$ cat src/rtl/arp_pkg.sv
// Shared ARP definitions: FSM states, frame byte indices, protocol constants, CRC32 constants.
// Used by the ARP transmitter and the RX FCS checker.
package arp_pkg;

    typedef enum logic [3:0] {
        ST_IDLE,
        ST_PREAMBLE,
        ST_SFD,
        ST_ETH_HDR,
        ST_ARP_HDR,
        ST_ARP_ADDR,
        ST_PAD,
        ST_FCS,
        ST_IFG
    } arp_tx_state_e;

    // Start-time snapshot of the request inputs, held for the whole frame
    typedef struct packed {
        logic        op;
        logic [47:0] mac;
        logic [31:0] ip;
    } arp_tx_req_t;

    localparam int unsigned CNT_W = 8;

    // Last byte index of each frame section
    localparam logic [CNT_W-1:0] PREAMBLE_END = 8'd6;
    localparam logic [CNT_W-1:0] SFD_END      = 8'd7;
    localparam logic [CNT_W-1:0] ETH_HDR_END  = 8'd21;
    localparam logic [CNT_W-1:0] ARP_HDR_END  = 8'd29;
    localparam logic [CNT_W-1:0] ARP_ADDR_END = 8'd49;
    localparam logic [CNT_W-1:0] PAD_END      = 8'd67;
    localparam logic [CNT_W-1:0] FRAME_END    = 8'd71;
    localparam logic [CNT_W-1:0] CRC_FIRST    = 8'd8;
    localparam logic [CNT_W-1:0] IFG_LAST     = 8'd11;

    localparam logic [15:0] ETH_TYPE_ARP = 16'h0806;
    localparam logic [15:0] HTYPE_ETH    = 16'h0001;
    localparam logic [15:0] PTYPE_IP     = 16'h0800;
    localparam logic [7:0]  HLEN         = 8'd6;
    localparam logic [7:0]  PLEN         = 8'd4;
    localparam logic [15:0] OP_REQ       = 16'h0001;
    localparam logic [15:0] OP_REP       = 16'h0002;

    function automatic logic [31:0] reflect32(input logic [31:0] v);
        logic [31:0] r;
        for (int i = 0; i < 32; i++) begin
            r[i] = v[31-i];
        end
        return r;
    endfunction

    localparam logic [31:0] CRC32_POLY      = 32'h04C1_1DB7;
    localparam logic [31:0] CRC32_POLY_REFL = reflect32(CRC32_POLY);
    localparam logic [31:0] CRC32_INIT      = 32'hFFFF_FFFF;

endpackage

$ cat src/rtl/crc32_d8.sv
// Combinational Ethernet CRC32 (reflected) advance by one data byte.
// Shared between the ARP transmitter and the RX FCS checker.
module crc32_d8
    import arp_pkg::*;
(
    input  logic [31:0] i_crc,
    input  logic [7:0]  i_data,
    output logic [31:0] o_crc_c
);

    logic [31:0] w_crc;

    // LSB-first bitwise division, one iteration per data bit
    always_comb begin
        w_crc = i_crc ^ {24'h0, i_data};
        for (int b = 0; b < 8; b++) begin
            w_crc = w_crc[0] ? ((w_crc >> 1) ^ CRC32_POLY_REFL) : (w_crc >> 1);
        end
        o_crc_c = w_crc;
    end

endmodule

$ cat src/rtl/arp_tx.sv
// Byte-serial ARP frame transmitter: one 72-byte Ethernet/ARP frame per accepted start.
// Optional inter-frame gap after the FCS is enabled by defining ARP_TX_IFG_EN.
module arp_tx
    import arp_pkg::*;
#(
    parameter logic [47:0] FPGA_MAC = 48'h00_11_22_33_44_55,
    parameter logic [31:0] FPGA_IP  = 32'hc0_a8_00_03
) (
    input  logic        arp_rx_clk,
    input  logic        rstn,
    input  logic        arp_tx_en,
    input  logic        arp_tx_op,
    input  logic [47:0] dst_mac,
    input  logic [31:0] dst_ip,
    output logic [7:0]  arp_tx_data,
    output logic        arp_tx_valid,
    output logic        arp_tx_busy,
    output logic        arp_tx_done
);

    arp_tx_state_e     r_state, w_state_nxt;
    logic [CNT_W-1:0]  r_cnt, w_cnt_nxt, w_idx;
    arp_tx_req_t       r_req, w_req_nxt;
    logic [31:0]       r_crc, w_crc_nxt, w_crc_upd, w_fcs;
    logic [7:0]        r_data, w_data_nxt;
    logic              r_valid, w_valid_nxt;
    logic              r_busy, w_busy_nxt;
    logic              r_done, w_done_nxt;

    // CRC advances over the byte currently on the output
    crc32_d8 u_crc (
        .i_crc   (r_crc),
        .i_data  (r_data),
        .o_crc_c (w_crc_upd)
    );

    assign w_idx = r_cnt + CNT_W'(1);
    // Byte 67 is still being folded in when byte 68 is produced
    assign w_fcs = (r_cnt == PAD_END) ? w_crc_upd : r_crc;

    function automatic logic [7:0] frame_byte(
        input logic [CNT_W-1:0] n,
        input arp_tx_req_t      req,
        input logic [31:0]      fcs
    );
        logic [15:0] op16;
        logic [7:0]  b;
        op16 = req.op ? OP_REQ : OP_REP;
        case (n) inside
            [8'd0:PREAMBLE_END]: b = 8'h55;
            SFD_END:             b = 8'hD5;
            [8'd8:8'd13]:        b = req.op ? 8'hFF : 8'(req.mac >> (8 * (13 - n)));
            [8'd14:8'd19]:       b = 8'(FPGA_MAC >> (8 * (19 - n)));
            8'd20:               b = 8'(ETH_TYPE_ARP >> 8);
            8'd21:               b = 8'(ETH_TYPE_ARP);
            8'd22:               b = 8'(HTYPE_ETH >> 8);
            8'd23:               b = 8'(HTYPE_ETH);
            8'd24:               b = 8'(PTYPE_IP >> 8);
            8'd25:               b = 8'(PTYPE_IP);
            8'd26:               b = HLEN;
            8'd27:               b = PLEN;
            8'd28:               b = 8'(op16 >> 8);
            8'd29:               b = 8'(op16);
            [8'd30:8'd35]:       b = 8'(FPGA_MAC >> (8 * (35 - n)));
            [8'd36:8'd39]:       b = 8'(FPGA_IP >> (8 * (39 - n)));
            [8'd40:8'd45]:       b = req.op ? 8'h00 : 8'(req.mac >> (8 * (45 - n)));
            [8'd46:ARP_ADDR_END]: b = 8'(req.ip >> (8 * (49 - n)));
            [8'd68:FRAME_END]:   b = 8'((~fcs) >> (8 * (n - 68)));
            default:             b = 8'h00;
        endcase
        return b;
    endfunction

    always_ff @(posedge arp_rx_clk) begin
        if (!rstn) begin
            r_state <= ST_IDLE;
            r_cnt   <= '0;
            r_req   <= '0;
            r_crc   <= CRC32_INIT;
            r_data  <= '0;
            r_valid <= 1'b0;
            r_busy  <= 1'b0;
            r_done  <= 1'b0;
        end else begin
            r_state <= w_state_nxt;
            r_cnt   <= w_cnt_nxt;
            r_req   <= w_req_nxt;
            r_crc   <= w_crc_nxt;
            r_data  <= w_data_nxt;
            r_valid <= w_valid_nxt;
            r_busy  <= w_busy_nxt;
            r_done  <= w_done_nxt;
        end
    end

    always_comb begin
        w_state_nxt = r_state;
        w_cnt_nxt   = r_cnt;
        w_req_nxt   = r_req;
        w_crc_nxt   = r_crc;
        w_data_nxt  = 8'h00;
        w_valid_nxt = 1'b0;
        w_done_nxt  = 1'b0;

        case (r_state)
            ST_IDLE: begin
                w_cnt_nxt = '0;
                w_crc_nxt = CRC32_INIT;
                if (arp_tx_en) begin
                    w_req_nxt   = '{op: arp_tx_op, mac: dst_mac, ip: dst_ip};
                    w_state_nxt = ST_PREAMBLE;
                    w_data_nxt  = 8'h55;
                    w_valid_nxt = 1'b1;
                end
            end
            ST_IFG: begin
                if (r_cnt == IFG_LAST) begin
                    w_state_nxt = ST_IDLE;
                    w_cnt_nxt   = '0;
                end else begin
                    w_cnt_nxt = w_idx;
                end
            end
            default: begin
                if (r_cnt >= CRC_FIRST && r_cnt <= PAD_END) begin
                    w_crc_nxt = w_crc_upd;
                end
                if (r_cnt == FRAME_END) begin
                    w_cnt_nxt = '0;
`ifdef ARP_TX_IFG_EN
                    w_state_nxt = ST_IFG;
`else
                    w_state_nxt = ST_IDLE;
`endif
                end else begin
                    w_cnt_nxt   = w_idx;
                    w_data_nxt  = frame_byte(w_idx, r_req, w_fcs);
                    w_valid_nxt = 1'b1;
                    w_done_nxt  = (w_idx == FRAME_END);
                    case (r_state)
                        ST_PREAMBLE: if (r_cnt == PREAMBLE_END) w_state_nxt = ST_SFD;
                        ST_SFD:      if (r_cnt == SFD_END)      w_state_nxt = ST_ETH_HDR;
                        ST_ETH_HDR:  if (r_cnt == ETH_HDR_END)  w_state_nxt = ST_ARP_HDR;
                        ST_ARP_HDR:  if (r_cnt == ARP_HDR_END)  w_state_nxt = ST_ARP_ADDR;
                        ST_ARP_ADDR: if (r_cnt == ARP_ADDR_END) w_state_nxt = ST_PAD;
                        ST_PAD:      if (r_cnt == PAD_END)      w_state_nxt = ST_FCS;
                        default:     ;
                    endcase
                end
            end
        endcase

        w_busy_nxt = (w_state_nxt != ST_IDLE);
    end

    assign arp_tx_data  = r_data;
    assign arp_tx_valid = r_valid;
    assign arp_tx_busy  = r_busy;
    assign arp_tx_done  = r_done;

endmodule

$ cat config.mk
export PLATFORM = sky130hd
export DESIGN_NAME = arp_tx
export DESIGN_NICKNAME = d
export VERILOG_FILES = /design/src/rtl/arp_pkg.sv /design/src/rtl/crc32_d8.sv /design/src/rtl/arp_tx.sv
export SDC_FILE = /design/constraint.sdc
export NUM_CORES = 1
export LEC_CHECK = 0
export ABC_AREA = 0
export CELL_PAD_IN_SITES_DETAIL_PLACEMENT = 2
export CELL_PAD_IN_SITES_GLOBAL_PLACEMENT = 2
export CORE_MARGIN = 2
export CORE_UTILIZATION = 30
export CTS_BUF_LIST = sky130_fd_sc_hd__clkbuf_4
export DETAILED_ROUTE_END_ITERATION = 10
export PLACE_DENSITY = 0.7
export SLEW_MARGIN = 15
export SYNTH_ARGS = -nofsm -noshare
export SYNTH_HDL_FRONTEND = slang
export SYNTH_SLANG_ARGS = --single-unit
$ cat constraint.sdc
create_clock -name arp_rx_clk -period 5.8 [get_ports arp_rx_clk]
set_input_delay 1.74 -clock arp_rx_clk [delete_from_list [all_inputs] [get_ports arp_rx_clk]]
set_output_delay 1.74 -clock arp_rx_clk [all_outputs]
set_load 0.01 [all_outputs]
==> metrics.txt, run 1 <==
dpl cells 1444; initial antenna violation count 1; clk sink count 136; Async SR Flop Fraction 0; Area Overhead vs Synth 17.40%; CTS root buffer clkbuf_4; Die H 173.7 um; fin cells 1477; Leakage 0.003779 uW; initial DRC count 483; fmax 237.2 MHz; Hold Path Cell Cnt 2; Synth cell types 82; Hold Startpoint r_req[13]$_SDFFE_PN0P_; cells on worst reg2reg path 12; H-tree lvl count 4; Pre-Repair DR Iteration Count 5; fin. max-slew vios 0; # resized after CTS 0; FILL cells 3246; Max Cap Violations 0; final worst slack 1.584 ns; R2R Path Start r_cnt[1]$_SDFF_PN0_; CP required 6.27 ns; vias in the first global route 8260; pin count of the biggest net entering global routing 85; chip width 173.7 um; syn nets 1125; die area 30180 um2; Worst Max-Slew Pin Slew 1.130 ns; CP Class reg -> reg; Worst R2R End arp_tx_data[0]$_SDFF_PN0_; synthesis-stage register bit count 136; DR vias/cell 5.360; WL final 31.30 mm; HPWL after DPL 22.92 mm; post-CTS setup repair buffer count 0; period utilisation layout 0.7270; post-layout util 0.3554; Cell Area, Synth 8642 um2; final setup fails 0; starting density of the core 0.3027; RSZ-0062 raised after global routing false; IO buf count 94; CP Max Fanout 14; I/O Pins 95; Mapped Cells 1028; Bufs on Longest Clock Path 2; Cell Rows 62; CP Capture Type register; Cell Pwr Density 198.0 nW/um2; most common cell after layout, fill and taps aside nand2_1; hold endpoint r_req[13]$_SDFFE_PN0P_; Remaining DRCs 0; CTS tree done; Clock transition at path regs 0.15 ns; arrival time worst endpoint 4.69 ns; Mean Syn Cell Area 8.407 um2; post-synthesis sequential area ratio 0.3150; Final min period 4.216 ns; Remaining Overflow, GRT 0; Fin. Hold Viols 0; Post-synth top flop dfxtp_1; Sum Neg Setup Slack 0 ns; core area 28550 um2; Worst-Skew Late Latency 0.58 ns; worst clock skew 0.03752 ns; hold crit path type reg -> reg; number of synthesized flops with an enable pin 0; gr usage total 0.2086; DP Worst Slack 1.623 ns; most frequent cells in the layout nand2_1 (235), dfxtp_1 (135), clkdlybuf4s50_1 (93), a21boi_0 (83), nor2_1 (58); fin nets 1176; R2R Setup Slk 1.58 ns; vias post-DR 7917; status finished, final reports clean; routability congestion estimate 0.8867; Critical Path Start Type register; share of layout cells above drive strength 1 0.09982; total CTS buffers 17; Max transition margin 0.2441; global-route wire length before repair 49.28 mm; Max VDD drop 101.9 uV; Synth warnings 0; drt wl/cell 21.19 um; cts hold-fix bufs 0; post-detailed-route count of antenna-violating nets 0
==> Yosys cell counts, types with 9 or more instances <==
library cell    n  area share
dfxtp_1       136        0.32
a21boi_0       83       0.072
nand2_1       236        0.10
o21ai_0        36       0.021
a211oi_1        9      0.0078
mux2i_1        13       0.015
xnor2_1        34       0.034
xor2_1         21       0.021
a21oi_1        30       0.017
nor3_1         13      0.0075
ha_1           13       0.019
nor2_1         58       0.025
mux2_2          9       0.012
buf_2          12      0.0069
mux4_2         20       0.052
o211ai_1       25       0.022
clkbuf_1       56       0.024
nand3_1        22       0.013
inv_1          12      0.0052
==> how the worst max path moves through the flow <==
| stage | to | depth (start not counted) | start |
|---|---|---|---|
| floorplan | arp_tx_data[0]$_SDFF_PN0_ | 16 | r_cnt[0]$_SDFF_PN0_ |
| global placement | arp_tx_data[0]$_SDFF_PN0_ | 12 | r_cnt[1]$_SDFF_PN0_ |
| detailed placement | arp_tx_data[0]$_SDFF_PN0_ | 12 | r_cnt[1]$_SDFF_PN0_ |
| CTS | arp_tx_data[0]$_SDFF_PN0_ | 12 | r_cnt[1]$_SDFF_PN0_ |
| global route | arp_tx_data[0]$_SDFF_PN0_ | 12 | r_cnt[1]$_SDFF_PN0_ |
| finish | arp_tx_data[0]$_SDFF_PN0_ | 12 | r_cnt[1]$_SDFF_PN0_ |
==> routing by layer <==
| layer | track usage | part of all wire | wire length, um | vias up |
|---|---|---|---|---|
| li1 | - | - | - | 3757 |
| met1 | 0.2862 | 0.47 | 14820 | 3954 |
| met2 | 0.3368 | 0.47 | 14650 | 166 |
| met3 | 0.03772 | 0.038 | 1182 | 40 |
| met4 | 0.05637 | 0.021 | 652 | 0 |
| met5 | 0 | 0 | 0 | - |
==> stage by stage <==
| step | cell area [um2] | power [uW] | hold slack (ns) |
|---|---|---|---|
| final | 10150 | 2009 | 0.4769 |
| after global routing | 10150 | 2117 | 0.5086 |
| after CTS | 10140 | 2036 | 0.4804 |
| after detailed placement | 9858 | 1359 | 0.4609 |
| after global placement | 9858 | 1354 | 0.4502 |
| after floorplan | 8642 | 1210 | 0.4400 |
==> sequential cells by signal, indices dropped and copies added (netlist names) <==
signal and cells:
r_req 81, r_crc 32, arp_tx_data 8, r_cnt 8, r_state 4, arp_tx_busy 1
arp_tx_done 1, arp_tx_valid 1
==> area by class of cell <==
type	instances	area [um2]	area share
diodes	1	2.502	0.0002466
clock inverters	15	157.7	0.01554
clock buffers	17	127.6	0.01258
repair buffers	107	1033	0.1019
multi-input cells	803	5568	0.5488
flip-flops and latches	136	2724	0.2685
inverters	14	52.55	0.005179
well taps	384	480.5	0.04735
==> power by group <==
part	internal, uW	total, uW	switching, uW
combinational	160	337	177
clock	229	676	447
sequential	972	997	24.8
total	1360	2010	648
==> critical path, cell delays in order, from the launching register on <==
cell	delay (ns)
dfxtp_1	0.68
ha_1	0.58
xor2_1	0.54
buf_4	0.27
ha_1	0.15
nand2b_1	0.05
and3_1	0.18
o21a_1	0.21
or4_1	0.58
or3_4	0.45
o21bai_1	0.16
a32oi_1	0.20
nand2_1	0.07
==> cells by family after synthesis <==
family	synth area share
AO/OA/AOI/OAI	0.2248
XOR/XNOR	0.1112
adder cells (fa/ha/maj)	0.01882
buffers and inverters	0.04300
flip-flops	0.3150
multiplexers	0.07890
AND/OR/NAND/NOR	0.2082
Power figures use the tool's default switching activity.
==> run 2, diff against run 1 <==
PLACE_DENSITY = 0.73   (was 0.7)
clock period = 3.7 ns   (was 5.8 ns; I/O delays follow)
==> metrics.txt, run 2 (synthesis results as in run 1) <==
final worst slack 0.3145 ns (was 1.584 ns); post-layout util 0.3647 (was 0.3554); Cell Rows 62 (unchanged); HPWL after DPL 23.18 mm (was 22.92 mm); total CTS buffers 17 (unchanged); H-tree lvl count 4 (unchanged); Leakage 0.003933 uW (was 0.003779 uW); cts hold-fix bufs 0 (unchanged); Pre-Repair DR Iteration Count 5 (unchanged); Remaining Overflow, GRT 0 (unchanged); hold crit path type reg -> reg (unchanged); Final min period 3.385 ns (was 4.216 ns); gr usage total 0.2109 (was 0.2086); WL final 31.65 mm (was 31.30 mm); R2R Path Start r_cnt[1]$_SDFF_PN0_ (unchanged); DP Worst Slack 0.3831 ns (was 1.623 ns); status finished, final reports clean (unchanged); clk sink count 136 (unchanged); Clock transition at path regs 0.14 ns (was 0.15 ns); post-CTS setup repair buffer count 0 (unchanged); Sum Neg Setup Slack 0 ns (unchanged); CP Class reg -> reg (unchanged); most frequent cells in the layout nand2_1 (235), dfxtp_1 (135), clkdlybuf4s50_1 (93), a21boi_0 (83), nor2_1 (58) (unchanged); core area 28550 um2 (unchanged); met2 usage 0.3704 (was 0.3368); CP required 4.15 ns (was 6.27 ns); Worst Max-Slew Pin Slew 0.8749 ns (was 1.130 ns); CTS tree done (unchanged); I/O Pins 95 (unchanged); initial DRC count 402 (was 483); largest register by flop count r_req (unchanged); fmax 295.4 MHz (was 237.2 MHz); pin count of the biggest net entering global routing 82 (was 85); drt wl/cell 21.00 um (was 21.19 um); arrival time worst endpoint 3.84 ns (was 4.69 ns); worst clock skew 0.03320 ns (was 0.03752 ns); FILL cells 3258 (was 3246); global-route wire length before repair 49.84 mm (was 49.28 mm); Max Cap Violations 0 (unchanged); total power 3167 uW (was 2009 uW); final setup fails 0 (unchanged); Critical Path Start Type register (unchanged); Die H 173.7 um (unchanged); post-detailed-route count of antenna-violating nets 0 (unchanged); Remaining DRCs 0 (unchanged); busiest grt layer met2 (unchanged); vias post-DR 8059 (was 7917); Final Hold Slack 0.4758 ns (was 0.4769 ns); chip width 173.7 um (unchanged); DR vias/cell 5.348 (was 5.360); met3 GRT Util 0.02544 (was 0.03772); IO buf count 94 (unchanged); CP Capture Type register (unchanged); initial antenna violation count 1 (unchanged); fin nets 1205 (was 1176); die area 30180 um2 (unchanged); CP Max Fanout 14 (unchanged); starting density of the core 0.3027 (unchanged); routability congestion estimate 0.9585 (was 0.8867); met1 Use GR 0.2752 (was 0.2862); period utilisation layout 0.9150 (was 0.7270); vias in the first global route 8626 (was 8260); most common cell after layout, fill and taps aside nand2_1 (unchanged); share of layout cells above drive strength 1 0.1231 (was 0.09982); source of the critical timing path r_cnt[1]$_SDFF_PN0_ (unchanged); largest registers r_req x81, r_crc x32 (unchanged); max reg flops 81 (unchanged); # resized after CTS 0 (unchanged); Max VDD drop 185.6 uV (was 101.9 uV); CTS root buffer clkbuf_4 (unchanged); Hold Startpoint r_req[44]$_SDFFE_PN0P_ (was r_req[13]$_SDFFE_PN0P_); Fin. Hold Viols 0 (unchanged); RSZ-0062 raised after global routing false (unchanged); Worst-Skew Late Latency 0.58 ns (about the same); fin. max-slew vios 0 (unchanged); Bufs on Longest Clock Path 2 (unchanged); Max transition margin 0.4139 (was 0.2441); Area Overhead vs Synth 20.46% (was 17.40%); Cell Pwr Density 304.2 nW/um2 (was 198.0 nW/um2)
## run 2: changes by cell type in the layout (fill, tap and decap cells not counted)
cell,before,now
buf_4,13,38
buf_12,0,4
clkinv_4,3,0
a21boi_2,0,1
a21boi_4,1,0
clkinvlp_4,2,3
diode_2,1,2
inv_6,5,6
inv_8,2,3
## run 2: per-layer routing
metal / vias up / share of wire
li1: 3826 / -
met1: 4067 / 0.47
met2: 146 / 0.49
met3: 20 / 0.030
met4: 0 / 0.013
met5: - / 0
## run 2: critical path, stage by stage (launching register included)
cell and delay (ns):
dfxtp_1 0.50, ha_1 0.25, xor2_1 0.31, buf_12 0.19, ha_1 0.15, nand2b_1 0.05, and3_1 0.17, o21a_1 0.20
or4_1 0.56, or3_4 0.44, o21bai_1 0.16, a32oi_1 0.22, nand2_1 0.07
## run 2: stage by stage
step / instance area, um2 / std cells
after global placement: 10120 / 1473
final: 10410 / 1507
after floorplan: 8645 / 1028
after global routing: 10410 / 1507
after CTS: 10410 / 1505
after detailed placement: 10120 / 1473
## run 2: final timing paths
kind	end	slack (ns)	cells after the start
setup reg to reg	arp_tx_data[0]$_SDFF_PN0_	0.31	12
setup / recovery	arp_tx_data[0]$_SDFF_PN0_	0.31	12
hold reg to reg	r_req[44]$_SDFFE_PN0P_	0.48	2
hold / removal	r_req[44]$_SDFFE_PN0P_	0.48	2
## run 2: where the power goes
group / switching (uW) / leakage [uW] / total (uW) / internal [uW]
Sequential: 39.1 / 0.00111 / 1560 / 1520
Clock: 707 / 0.000147 / 1070 / 362
Combinational: 276 / 0.00267 / 534 / 258
Total: 1020 / 0.00393 / 3170 / 2140
## run 2: area by class of cell
type                    instances  area (um2)  area share
diodes                          2       5.005   0.0004808
clock buffers                  17       127.6     0.01226
inverters                      14       52.55    0.005048
clock inverters                15       158.9     0.01526
repair buffers                136        1301      0.1250
well taps                     384       480.5     0.04615
multi-input cells             803        5560      0.5341
flip-flops and latches        136        2724      0.2617
